<file path="config.mk">
export PLATFORM = sky130hd
export DESIGN_NAME = mmio_uart_bridge
export DESIGN_NICKNAME = d
export VERILOG_FILES = /design/src/rtl/mmio_uart_bridge_pkg.sv /design/src/rtl/mmio_uart_bridge_ser.sv /design/src/rtl/mmio_uart_bridge.sv
export SDC_FILE = /design/constraint.sdc
export NUM_CORES = 1
export LEC_CHECK = 0
export BUFFER_PORTS_ARGS = -buffer_cell sky130_fd_sc_hd__buf_4
export CORE_MARGIN = 2
export CORE_UTILIZATION = 40
export CTS_CLUSTER_DIAMETER = 100
export DETAILED_ROUTE_END_ITERATION = 6
export GPL_ROUTABILITY_DRIVEN = 0
export GPL_TIMING_DRIVEN = 0
export HOLD_SLACK_MARGIN = 0.02
export PLACE_DENSITY_LB_ADDON = 0.1
export SYNTH_ARGS = -nofsm -noshare
export SYNTH_HDL_FRONTEND = slang
export SYNTH_HIERARCHICAL = 1
export SYNTH_SLANG_ARGS = --single-unit
export TNS_END_PERCENT = 30
</file>
<file path="constraint.sdc">
create_clock -name clk -period 4.4 [get_ports clk]
set_input_delay 1.32 -clock clk [delete_from_list [all_inputs] [get_ports clk]]
set_output_delay 1.32 -clock clk [all_outputs]
set_load 0.02 [all_outputs]
</file>
<file path="src/rtl/mmio_uart_bridge_pkg.sv">
// Shared constants and types for the UART-to-MMIO bridge.
package mmio_uart_bridge_pkg;

    localparam logic [7:0] OP_WR   = 8'h57;  // 'W'
    localparam logic [7:0] OP_RD   = 8'h52;  // 'R'
    localparam logic [7:0] RSP_ACK = 8'h06;
    localparam logic [7:0] RSP_NAK = 8'h15;

    localparam int unsigned ADDR_W = 21;
    localparam int unsigned DATA_W = 32;

    typedef enum logic [2:0] {
        IDLE,
        ADDR,
        DATA,
        CKSUM,
        BUS,
        RESP,
        NAK
    } state_t;

endpackage

</file>
<file path="src/rtl/mmio_uart_bridge_ser.sv">
// Response serializer: loads 1-4 bytes (MSB first) and streams them out over a
// valid/ready byte interface. Pulses done the cycle after the last handshake.
module mmio_uart_bridge_ser
    import mmio_uart_bridge_pkg::*;
(
    input  logic              clk,
    input  logic              reset,
    input  logic              load,
    input  logic [DATA_W-1:0] load_word,
    input  logic [2:0]        load_cnt,
    output logic [7:0]        tx_data,
    output logic              tx_valid,
    input  logic              tx_ready,
    output logic              done
);

    logic [DATA_W-1:0] word_q;
    logic [2:0]        left_q;

    // Byte shifter: present the top byte, advance on each accepted handshake.
    always_ff @(posedge clk) begin
        if (reset) begin
            word_q   <= '0;
            left_q   <= '0;
            tx_data  <= '0;
            tx_valid <= 1'b0;
            done     <= 1'b0;
        end else begin
            done <= 1'b0;
            if (load) begin
                word_q   <= load_word << 8;
                left_q   <= load_cnt;
                tx_data  <= load_word[DATA_W-1 -: 8];
                tx_valid <= 1'b1;
            end else if (tx_valid && tx_ready) begin
                if (left_q == 3'd1) begin
                    left_q   <= '0;
                    tx_valid <= 1'b0;
                    done     <= 1'b1;
                end else begin
                    tx_data <= word_q[DATA_W-1 -: 8];
                    word_q  <= word_q << 8;
                    left_q  <= left_q - 3'd1;
                end
            end
        end
    end

endmodule

</file>
<file path="src/rtl/mmio_uart_bridge.sv">
// UART byte-stream to FPro MMIO bus initiator. Parses 'W'/'R' commands from the
// rx byte stream, issues one bus cycle per command and answers with ACK, NAK or
// read data. Define MMIO_UART_BRIDGE_CKSUM_EN to require a trailing XOR checksum
// byte on every command.
module mmio_uart_bridge
    import mmio_uart_bridge_pkg::*;
#(
    parameter int unsigned TIMEOUT_CYC = 100_000
) (
    input  logic              clk,
    input  logic              reset,
    input  logic [7:0]        rx_data,
    input  logic              rx_valid,
    output logic              rx_ready,
    output logic [7:0]        tx_data,
    output logic              tx_valid,
    input  logic              tx_ready,
    output logic              mmio_cs,
    output logic              mmio_wr,
    output logic              mmio_rd,
    output logic [ADDR_W-1:0] mmio_addr,
    output logic [DATA_W-1:0] mmio_wr_data,
    input  logic [DATA_W-1:0] mmio_rd_data,
    output logic              busy,
    output logic              err
);

`ifdef MMIO_UART_BRIDGE_CKSUM_EN
    localparam bit CKSUM_EN = 1'b1;
`else
    localparam bit CKSUM_EN = 1'b0;
`endif

    localparam int unsigned TOUT_W   = (TIMEOUT_CYC > 1) ? $clog2(TIMEOUT_CYC) : 1;
    localparam logic [TOUT_W-1:0] TOUT_MAX = TOUT_W'(TIMEOUT_CYC - 1);

    state_t            state_q;
    logic              is_wr_q;
    logic [1:0]        byte_cnt_q;
    logic [TOUT_W-1:0] tout_q;
    logic [ADDR_W-1:0] addr_q;
    logic              addr_bad_q;
    logic [DATA_W-1:0] wdata_q;
    logic [7:0]        cksum_q;

    logic              rx_fire;
    logic              cmd_last;
    logic              cmd_bad;
    logic              ser_load;
    logic [DATA_W-1:0] ser_word;
    logic [2:0]        ser_cnt;
    logic              ser_done;

    // Gated by reset so no byte is swallowed while the bridge is held in reset.
    assign rx_ready = !reset &&
                      (state_q == IDLE || state_q == ADDR || state_q == DATA || state_q == CKSUM);
    assign rx_fire  = rx_valid && rx_ready;
    assign busy     = (state_q != IDLE);

    assign mmio_addr    = addr_q;
    assign mmio_wr_data = wdata_q;

    // Final byte of the command body (or the checksum byte itself).
    assign cmd_last = (state_q == ADDR && byte_cnt_q == 2'd2) ||
                      (state_q == DATA && byte_cnt_q == 2'd3) ||
                      (state_q == CKSUM);
    assign cmd_bad  = addr_bad_q || (state_q == CKSUM && rx_data != cksum_q);

    // Serializer load: captures read data at the edge that ends the BUS cycle.
    always_comb begin
        ser_load = 1'b0;
        ser_word = '0;
        ser_cnt  = 3'd1;
        if (state_q == BUS) begin
            ser_load = 1'b1;
            if (is_wr_q) begin
                ser_word = {RSP_ACK, 24'h0};
            end else begin
                ser_word = mmio_rd_data;
                ser_cnt  = 3'd4;
            end
        end else if (state_q == NAK) begin
            ser_load = 1'b1;
            ser_word = {RSP_NAK, 24'h0};
        end
    end

    // Command FSM: rx parse, inter-byte timeout, single-cycle bus strobe.
    always_ff @(posedge clk) begin
        if (reset) begin
            state_q    <= IDLE;
            is_wr_q    <= 1'b0;
            byte_cnt_q <= '0;
            tout_q     <= '0;
            addr_q     <= '0;
            addr_bad_q <= 1'b0;
            wdata_q    <= '0;
            cksum_q    <= '0;
            mmio_cs    <= 1'b0;
            mmio_wr    <= 1'b0;
            mmio_rd    <= 1'b0;
            err        <= 1'b0;
        end else begin
            mmio_cs <= 1'b0;
            mmio_wr <= 1'b0;
            mmio_rd <= 1'b0;
            case (state_q)
                IDLE: begin
                    if (rx_fire) begin
                        byte_cnt_q <= '0;
                        tout_q     <= '0;
                        addr_bad_q <= 1'b0;
                        cksum_q    <= rx_data;
                        if (rx_data == OP_WR || rx_data == OP_RD) begin
                            is_wr_q <= (rx_data == OP_WR);
                            state_q <= ADDR;
                        end else begin
                            state_q <= NAK;
                            err     <= 1'b1;
                        end
                    end
                end
                ADDR, DATA, CKSUM: begin
                    if (rx_fire) begin
                        tout_q     <= '0;
                        byte_cnt_q <= byte_cnt_q + 2'd1;
                        cksum_q    <= cksum_q ^ rx_data;
                        if (state_q == ADDR) begin
                            addr_q <= {addr_q[ADDR_W-9:0], rx_data};
                            // addr24[23:21] live in the top bits of A2.
                            if (byte_cnt_q == 2'd0) addr_bad_q <= (rx_data[7:5] != 3'b000);
                        end
                        if (state_q == DATA) wdata_q <= {wdata_q[DATA_W-9:0], rx_data};

                        if (state_q == ADDR && byte_cnt_q == 2'd2 && is_wr_q) begin
                            byte_cnt_q <= '0;
                            state_q    <= DATA;
                        end else if (cmd_last) begin
                            byte_cnt_q <= '0;
                            if (CKSUM_EN && state_q != CKSUM) begin
                                state_q <= CKSUM;
                            end else if (cmd_bad) begin
                                state_q <= NAK;
                                err     <= 1'b1;
                            end else begin
                                state_q <= BUS;
                                mmio_cs <= 1'b1;
                                mmio_wr <= is_wr_q;
                                mmio_rd <= !is_wr_q;
                            end
                        end
                    end else if (tout_q == TOUT_MAX) begin
                        state_q <= NAK;
                        err     <= 1'b1;
                    end else begin
                        tout_q <= tout_q + TOUT_W'(1);
                    end
                end
                BUS:     state_q <= RESP;
                NAK:     state_q <= RESP;  // serializer loads 0x15 in this cycle
                RESP:    if (ser_done) state_q <= IDLE;
                default: state_q <= IDLE;
            endcase
        end
    end

    mmio_uart_bridge_ser u_ser (
        .clk       (clk),
        .reset     (reset),
        .load      (ser_load),
        .load_word (ser_word),
        .load_cnt  (ser_cnt),
        .tx_data   (tx_data),
        .tx_valid  (tx_valid),
        .tx_ready  (tx_ready),
        .done      (ser_done)
    );

endmodule

</file>
After elaboration in Yosys (flattened, before gate mapping)
Index checks and enable logic that the tools add are counted.

Bits in registers: 126. Output and inout bits: 68.

Bitwise operators: 5. Add/sub/neg operators: 3. Equality and inequality tests: 26. Reduce and logical (&&, ||, !) cells: 38. Mux-type cells: 55.

Operators by type and width (number): $mux 32 (5); $mux 17 (3); $mux 8 (5); $mux 3 (12); $pmux 17 s2 (1); $mux 29 (1); $mux 1 (18); $add 17x1->17 const B (1); $eq 17x17->1 const B (1); $eq 8x7->1 const B (2); $pmux 8 s2 (1); $ne 3x3->1 const B (5); $reduce_and 3->1 (5); $ne 2x2->1 const B (6); $pmux 3 s4 (1); $mux 2 (5); $eq 3x3->1 const B (3); $ne 8x8->1 (1); $xor 8x8->8 (1); $logic_and 1x1->1 (7); $logic_or 1x1->1 (7); $reduce_and 7->1 (1); $eq 3x1->1 const B (2); $eq 3x2->1 const B (2); other kinds (20) (31).

Longest topological paths before layout
Gate-level depths: netlist of run 1.

Word-level depth: 8. Depth in mapped cells: 9.

Cells and area by module
The synthesis of run 1 kept the hierarchy.

By module, submodules not included: mmio_uart_bridge (area each 4175.3 um2, times used 1, cells an instance 536, seq. area each 1781.7 um2); mmio_uart_bridge_ser (area each 1919.3 um2, times used 1, cells an instance 197, seq. area each 740.7 um2).

Least setup slack after synthesis of run 1
No wires, ideal clock.

Path type: input to output. Start: in reset. End: out rx_ready. Setup slack: 1284 ps. Buffers on the path: 1. Arrival time: 1796 ps. Cell stages on the path: 2. Cell sequence: buf_4 -> nor2_1.

Cells in the longest elaborated chain, start to end: 2.

RTL lines: start: declaration (RTL line mmio_uart_bridge.sv:11) `input logic reset,`; $logic_not 1->1 (RTL line mmio_uart_bridge.sv:55) `assign rx_ready = !reset &&`; $logic_and 1x1->1 (RTL line mmio_uart_bridge.sv:55); end: declaration (RTL line mmio_uart_bridge.sv:14) `output logic rx_ready,`.

No other way between the ends.

Worst setup path in the final report of run 1
Start: reg state_q[1]. End: out busy.

Cells in the longest elaborated chain, start to end: 1.

RTL lines: start: declaration (RTL line mmio_uart_bridge.sv:37) `state_t state_q;`; start signal: assignment (RTL line mmio_uart_bridge.sv:91) `state_q <= IDLE;`; start signal: assignment (RTL line mmio_uart_bridge.sv:116) `state_q <= ADDR;`; start signal: assignment (RTL line mmio_uart_bridge.sv:118) `state_q <= NAK;`; $reduce_bool 3->1 (RTL line mmio_uart_bridge.sv:58) `assign busy = (state_q != IDLE);`; end: declaration (RTL line mmio_uart_bridge.sv:24) `output logic busy,`.

No other way between the ends.

==> summary.txt, run 1 <==
Max_cap viols = 0
Initial DRC Count = 289
Final wirelength = 16900 µm
Largest family of logic cells by synthesized area = simple AND/OR/NAND/NOR gates
Later-pin clock latency in the skew report = 0.42 ns
Fill cell count = 1408
Critical Path AT = 2.22 ns
First-pass GRT wire length = 27400 µm
DR vias = 5608
Chip width = 127 µm
FFs w/ async S/R, synth = 0%
CP max stage delay = 0.52 ns
Power Dens Cells = 427 nW/µm²
Pin count of the biggest net entering global routing = 17
Max Freq = 0.283 GHz
Final setup viols = 0
Main synth FF type = dfxtp_1
CP max FO = 10
Post-layout util = 51.6%
Synth Area in Compound Gates = 21.2%
DRT Pass-1 Iters = 5
Count of cell types in the netlist = 67
Internal = 0.00240 W
Max IR drop VDD = 0.000275 V
Per-cell routed wire length = 15.9 µm
CTS tree = done
Clock transition at path regs = 0.06 ns
Switch share = 27.7%
Syn avg cell area = 8.31 µm²
Total CTS buffers = 17
Clock Skew = 0.00805 ns
Post-synthesis sequential element count = 126
DRC Markers = 0
Worst-margin pin slew = 0.918 ns
Most numerous cell in the Yosys netlist = nand2_1
# hold bufs at CTS = 0
Final #Nets = 908
Post-route setup TNS = 0 ns
Vias in the first global route = 5435
Layout area overhead = 27.2%
Vias per cell = 5.30
Diode count = 0
Rel. slew slack = 38.3%
Overflow after GRT = 0
# clock sinks = 126
Critical path, cell by cell = buf_4, buf_2, nor3_1, clkbuf_1, inv_1, buf_4
Share of cells above drive strength 1 = 24.8%
IO Count = 112
Syn nets = 783
Final ANT Viol Nets = 0
Post_cts resized = 0
Synthesized area = 6090 µm²
Max clock buf depth = 2
GR Util All Layers = 21.2%
Hold WC Path Type = reg -> reg
Crit path kind = reg -> out
Post-CTS Setup Inserts = 0
Part of the power in the clock network = 45.1%
Worst setup EP type = primary output
Core area = 15000 µm²
IO Port Bufs = 106
Crit path max-delay cell type = nor3_1
Simple-gate share of the synthesized area = 25.3%
Initial antenna violation count = 0
Die height = 127 µm
Biggest area consumer among synthesized cells = dfxtp_1
DPL Wire Length = 12300 µm
Syn Inst Count = 733
FP Rows = 45
Status = complete, no violations
Leak = 2.97 nW
Synth cell count leaders = nand2_1, dfxtp_1, nor2_1, a21oi_1, and2_1
H-tree depth = 4
Flop pwr share = 37.4%
Cell mode on critical path = buf_4
Register area share after synthesis = 41.4%
Psw = 0.000919 W
Fin crit period = 3.54 ns
Final hold violation count = 0
Worst setup SP type = flop
Yosys top cell area share = 41.4%
Root Buffer Master = clkbuf_16
RSZ-0062 raised after global routing = false
Final period util = 80.4%
CP top delay family = buffers and inverters
Combinational Power Share = 17.5%
CP Buf/Inv Count = 5
Die area = 16200 µm²
Number of synthesized flops with an enable pin = 0
Ys Warns = 6
Fin. max-slew vios = 0
XOR/XNOR Fraction of Synth Area = 3.59%
Post-synthesis mux area share = 0.164%
Synth area leaders = dfxtp_1, nand2_1, a21oi_1, nor2_1, a2111oi_2
Critical Path RT = 3.08 ns
Initial Util = 40.5%
Post-Synth Adder-Cell Area = 1.23%
-- power groups by stage --
stage	clock network [W]	registers, W	logic [W]
final	0.00150	0.00124	0.000581
after global routing	0.00157	0.00124	0.000636
after CTS	0.00152	0.00124	0.000581
after detailed placement	0	0.00126	0.000579
after global placement	0	0.00126	0.000569
after floorplan	0	0.00127	0.000389
-- flip-flops by register name, indices dropped and copies added (netlist names) --
register / cells
cksum_q: 8
mmio_addr: 21
tout_q: 17
addr_bad_q: 1
u_ser/done: 1
mmio_rd: 1
u_ser/left_q: 3
byte_cnt_q: 2
u_ser/word_q: 24
mmio_wr_data: 32
mmio_cs: 1
err: 1
state_q: 3
mmio_wr: 1
u_ser/tx_data: 8
u_ser/tx_valid: 1
is_wr_q: 1
-- worst min-delay path, cell delays in order (launching register included) --
cell and delay [ns]:
dfxtp_1 0.30, nand2_1 0.05, a21oi_1 0.05
-- metrics by stage --
step,total power (W),std cells,cell area (µm²),setup slack [ns],hold WS [ns]
global placement,0.00183,1027,7130,1.06,0.442
floorplan,0.00166,733,6090,1.28,0.454
detailed placement,0.00184,1027,7130,1.05,0.448
finish,0.00331,1059,7750,0.861,0.453
CTS,0.00334,1059,7750,0.844,0.455
global route,0.00345,1059,7750,0.707,0.478
-- cell families after synthesis --
family,after synthesis
simple gates,323
other cells,1
flops,126
compound gates,174
buf+inv,77
mux,1
xor+xnor,25
fa+ha+maj,6
-- placed cells by master, fill, tap and decap left out, types with 15 or more instances in the layout --
cell type and n:
nand2_1 139, dfxtp_1 126, buf_4 112, nor2_1 80, a21oi_1 72, and2_1 29
clkbuf_1 26, o21ai_0 24, xor2_1 22, a2111oi_2 18, clkbuf_16 17, inv_1 16
buf_2 15
-- per-layer routing --
layer	global-route usage, %	vias to the layer above	routed length (µm)
met3	4.44	26	926
met4	8.86	0	314
met1	27.3	2605	7690
met2	34.7	190	7950
li1	-	2787	-
met5	0	-	0
-- worst paths after layout --
check	cells after the start	startpoint	endpoint	slack [ns]
worst max-delay path	6	state_q[1]$_SDFFE_PP0P_	busy	0.86
worst min-delay path	2	mmio_wr_data[30]$_SDFFE_PP0P_	mmio_wr_data[30]$_SDFFE_PP0P_	0.45
worst max register to register	6	state_q[2]$_SDFFE_PP0P_	cksum_q[3]$_SDFFE_PP0P_	2.27
worst min register to register	2	mmio_wr_data[30]$_SDFFE_PP0P_	mmio_wr_data[30]$_SDFFE_PP0P_	0.45
-- cell type report --
cell class | count | area, µm² | area share (%)
Clock buffer | 19 | 443 | 5.71
Buffer | 60 | 368 | 4.74
Timing Repair Buffer | 106 | 796 | 10.3
Tap cell | 188 | 235 | 3.03
Multi-Input combinational cell | 530 | 3140 | 40.5
Clock inverter | 13 | 186 | 2.40
Inverter | 17 | 63.8 | 0.823
Sequential cell | 126 | 2520 | 32.5
Power figures use the tool's default switching activity.
==> run 2: changes to the inputs <==
ABC_AREA = 1   (was not set)
clock period = 3.5 ns   (was 4.4 ns; I/O delays follow)
==> run 2 against run 1 <==
Effect of this change: final cell count up 17%; core utilization increased by 0.071 points; synthesized area rose by 1.5%; count of clock-buffer cells in the layout increased by 1; clock skew fell by 0.0015 ns; synthesized cell count rose by 24%; setup slack got worse by 0.078 ns; sequential share of layout area decreased by 0.29 points; routed wire length rose by 0.90%; register-to-register slack worse by 0.69 ns; worst hold slack improved by 0.016 ns; cell area is 0.89% higher; critical endpoint is now rx_ready.
==> summary.txt, run 2 <==
Status = complete, no violations
Syn avg cell area = 6.78 µm²
Yosys top cell area share = 40.8%
Max Freq = 0.368 GHz
RSZ-0062 raised after global routing = false
DRT Pass-1 Iters = 5
Max clock buf depth = 2
Register area share after synthesis = 40.8%
Post-synthesis sequential element count = 126
Psw = 0.00212 W
Worst-margin pin slew = 0.615 ns
Switch share = 37.7%
Die area = 16500 µm²
Syn nets = 962
Diode count = 0
Share of cells above drive strength 1 = 19.9%
CP max FO = 8
IO Port Bufs = 111
Most numerous cell in the Yosys netlist = nor2_1
Final #Nets = 1092
Hold WC Path Type = reg -> reg
# hold bufs at CTS = 0
Worst setup SP type = primary input
Vias in the first global route = 5517
Initial Util = 40.8%
Crit path kind = in -> out
Die height = 128 µm
GR Util All Layers = 21.2%
Max IR drop VDD = 0.000442 V
Number of synthesized flops with an enable pin = 0
Total CTS buffers = 17
Later-pin clock latency in the skew report = 0.42 ns
Critical Path AT = 1.67 ns
Count of cell types in the netlist = 41
Most frequent cells in the layout = nor2_1, nand2_1, dfxtp_1
Clock Skew = 0.00658 ns
Internal = 0.00350 W
Core area = 15100 µm²
CTS tree = done
Root Buffer Master = clkbuf_16
Post-route setup TNS = 0 ns
H-tree depth = 4
Overflow after GRT = 0
Fin. max-slew vios = 0
Flop pwr share = 32.2%
Largest register FFs = 32
FFs w/ async S/R, synth = 0%
Final period util = 77.6%
Fin crit period = 2.72 ns
Fill cell count = 1594
Syn Inst Count = 912
DRC Markers = 0
Worst setup EP type = primary output
Commonest non-fill, non-tap cell in the layout = nor2_1
Fin cells = 1241
Ys Warns = 6
Synth cell count leaders = nor2_1, nand2_1, dfxtp_1, o21ai_0, inv_1
Post_cts resized = 0
Combinational Power Share = 37.2%
Synthesized area = 6180 µm²
IO Count = 112
Layout area overhead = 26.5%
Part of the power in the clock network = 30.7%
Pin count of the biggest net entering global routing = 17
Initial DRC Count = 327
Critical Path RT = 2.45 ns
# clock sinks = 126
Initial antenna violation count = 0
Vias per cell = 4.87
Post-CTS Setup Inserts = 0
Per-cell routed wire length = 13.7 µm
Synth area leaders = dfxtp_1, nor2_1, nand2_1, o21ai_0, nand3_1
Leak = 3.55 nW
Main synth FF type = dfxtp_1
Final wirelength = 17000 µm
Final setup viols = 0
Biggest area consumer among synthesized cells = dfxtp_1
DPL Wire Length = 12300 µm
Placed instance count = 1211
Final ANT Viol Nets = 0
Final hold violation count = 0
First-pass GRT wire length = 27500 µm
Chip width = 128 µm
Power Dens Cells = 719 nW/µm²
Max_cap viols = 0
Clock transition at path regs = 0.05 ns
FP Rows = 45
DR vias = 6045
Rel. slew slack = 59.0%
run 2: cell count changes after synthesis, sizes merged, moves of 12 or more:
cell     delta
a2111oi    -24
o211ai     -12
o21ai      +63
and2       -30
inv        +60
nand3      +43
a21oi      -18
nand2      +62
nor2      +126
nor4       -13
xor2       -16
run 2: area by class of cell:
class / count / area, µm² / area share [%]
sequential: 126 / 2520 / 32.2
buffer: 46 / 278 / 3.55
inverter: 78 / 305 / 3.90
tap: 188 / 235 / 3.01
multi-input combinational: 662 / 3080 / 39.3
timing repair buffer: 111 / 833 / 10.7
clock inverter: 10 / 115 / 1.47
clock buffer: 20 / 457 / 5.84
run 2: critical path, cell delays in order:
cell and delay [ns]:
buf_4 0.13, buf_4 0.18, nor2_4 0.14, buf_4 0.16
run 2: stage by stage:
stage	hold WS, ns	setup slack, ns	total power, W	cell area (µm²)	utilization (%)
floorplan	0.449	1.07	0.00329	6180	-
global placement	0.458	0.782	0.00391	7250	47.9
detailed placement	0.455	0.775	0.00392	7250	47.9
CTS	0.472	0.772	0.00567	7820	51.7
global route	0.486	0.747	0.00600	7820	51.7
finish	0.470	0.783	0.00562	7820	51.7
run 2: routing by layer:
| layer | routed length [µm] | part of all wire, % | vias to the layer above | global-route usage, % |
|---|---|---|---|---|
| li1 | - | - | 3171 | - |
| met1 | 8200 | 48 | 2692 | 28.4 |
| met2 | 7660 | 45 | 158 | 34.2 |
| met3 | 843 | 4.9 | 24 | 4.24 |
| met4 | 330 | 1.9 | 0 | 7.56 |
| met5 | 0 | 0 | - | 0 |
run 2: path summary, 6_finish.rpt:
| kind | start | endpoint | slack (ns) | cells after the start |
|---|---|---|---|---|
| max | reset | rx_ready | 0.78 | 4 |
| min | err$_SDFFE_PP0P_ | err$_SDFFE_PP0P_ | 0.47 | 2 |
| max reg2reg | tout_q[0]$_SDFFE_PP0P_ | tout_q[15]$_SDFFE_PP0P_ | 1.58 | 12 |
| min reg2reg | err$_SDFFE_PP0P_ | err$_SDFFE_PP0P_ | 0.47 | 2 |
run 2: cells by family (layout without fill, tap and decap cells):
kind of cell,count (synthesis),after routing,share of synthesized area (%)
flops,126,126,40.8
simple gates,489,489,33.2
fa+ha+maj,6,6,1.21
other cells,1,1,0.0606
buf+inv,124,265,9.43
compound gates,155,155,13.8
xor+xnor,11,11,1.56
run 2: power groups by stage:
stage                     combinational, W  sequential (W)  clock [W]
after floorplan                    0.00136         0.00193          0
after global placement             0.00207         0.00184          0
after detailed placement           0.00208         0.00184          0
after CTS                          0.00209         0.00181    0.00176
after global routing               0.00234         0.00184    0.00182
final                              0.00209         0.00181    0.00172
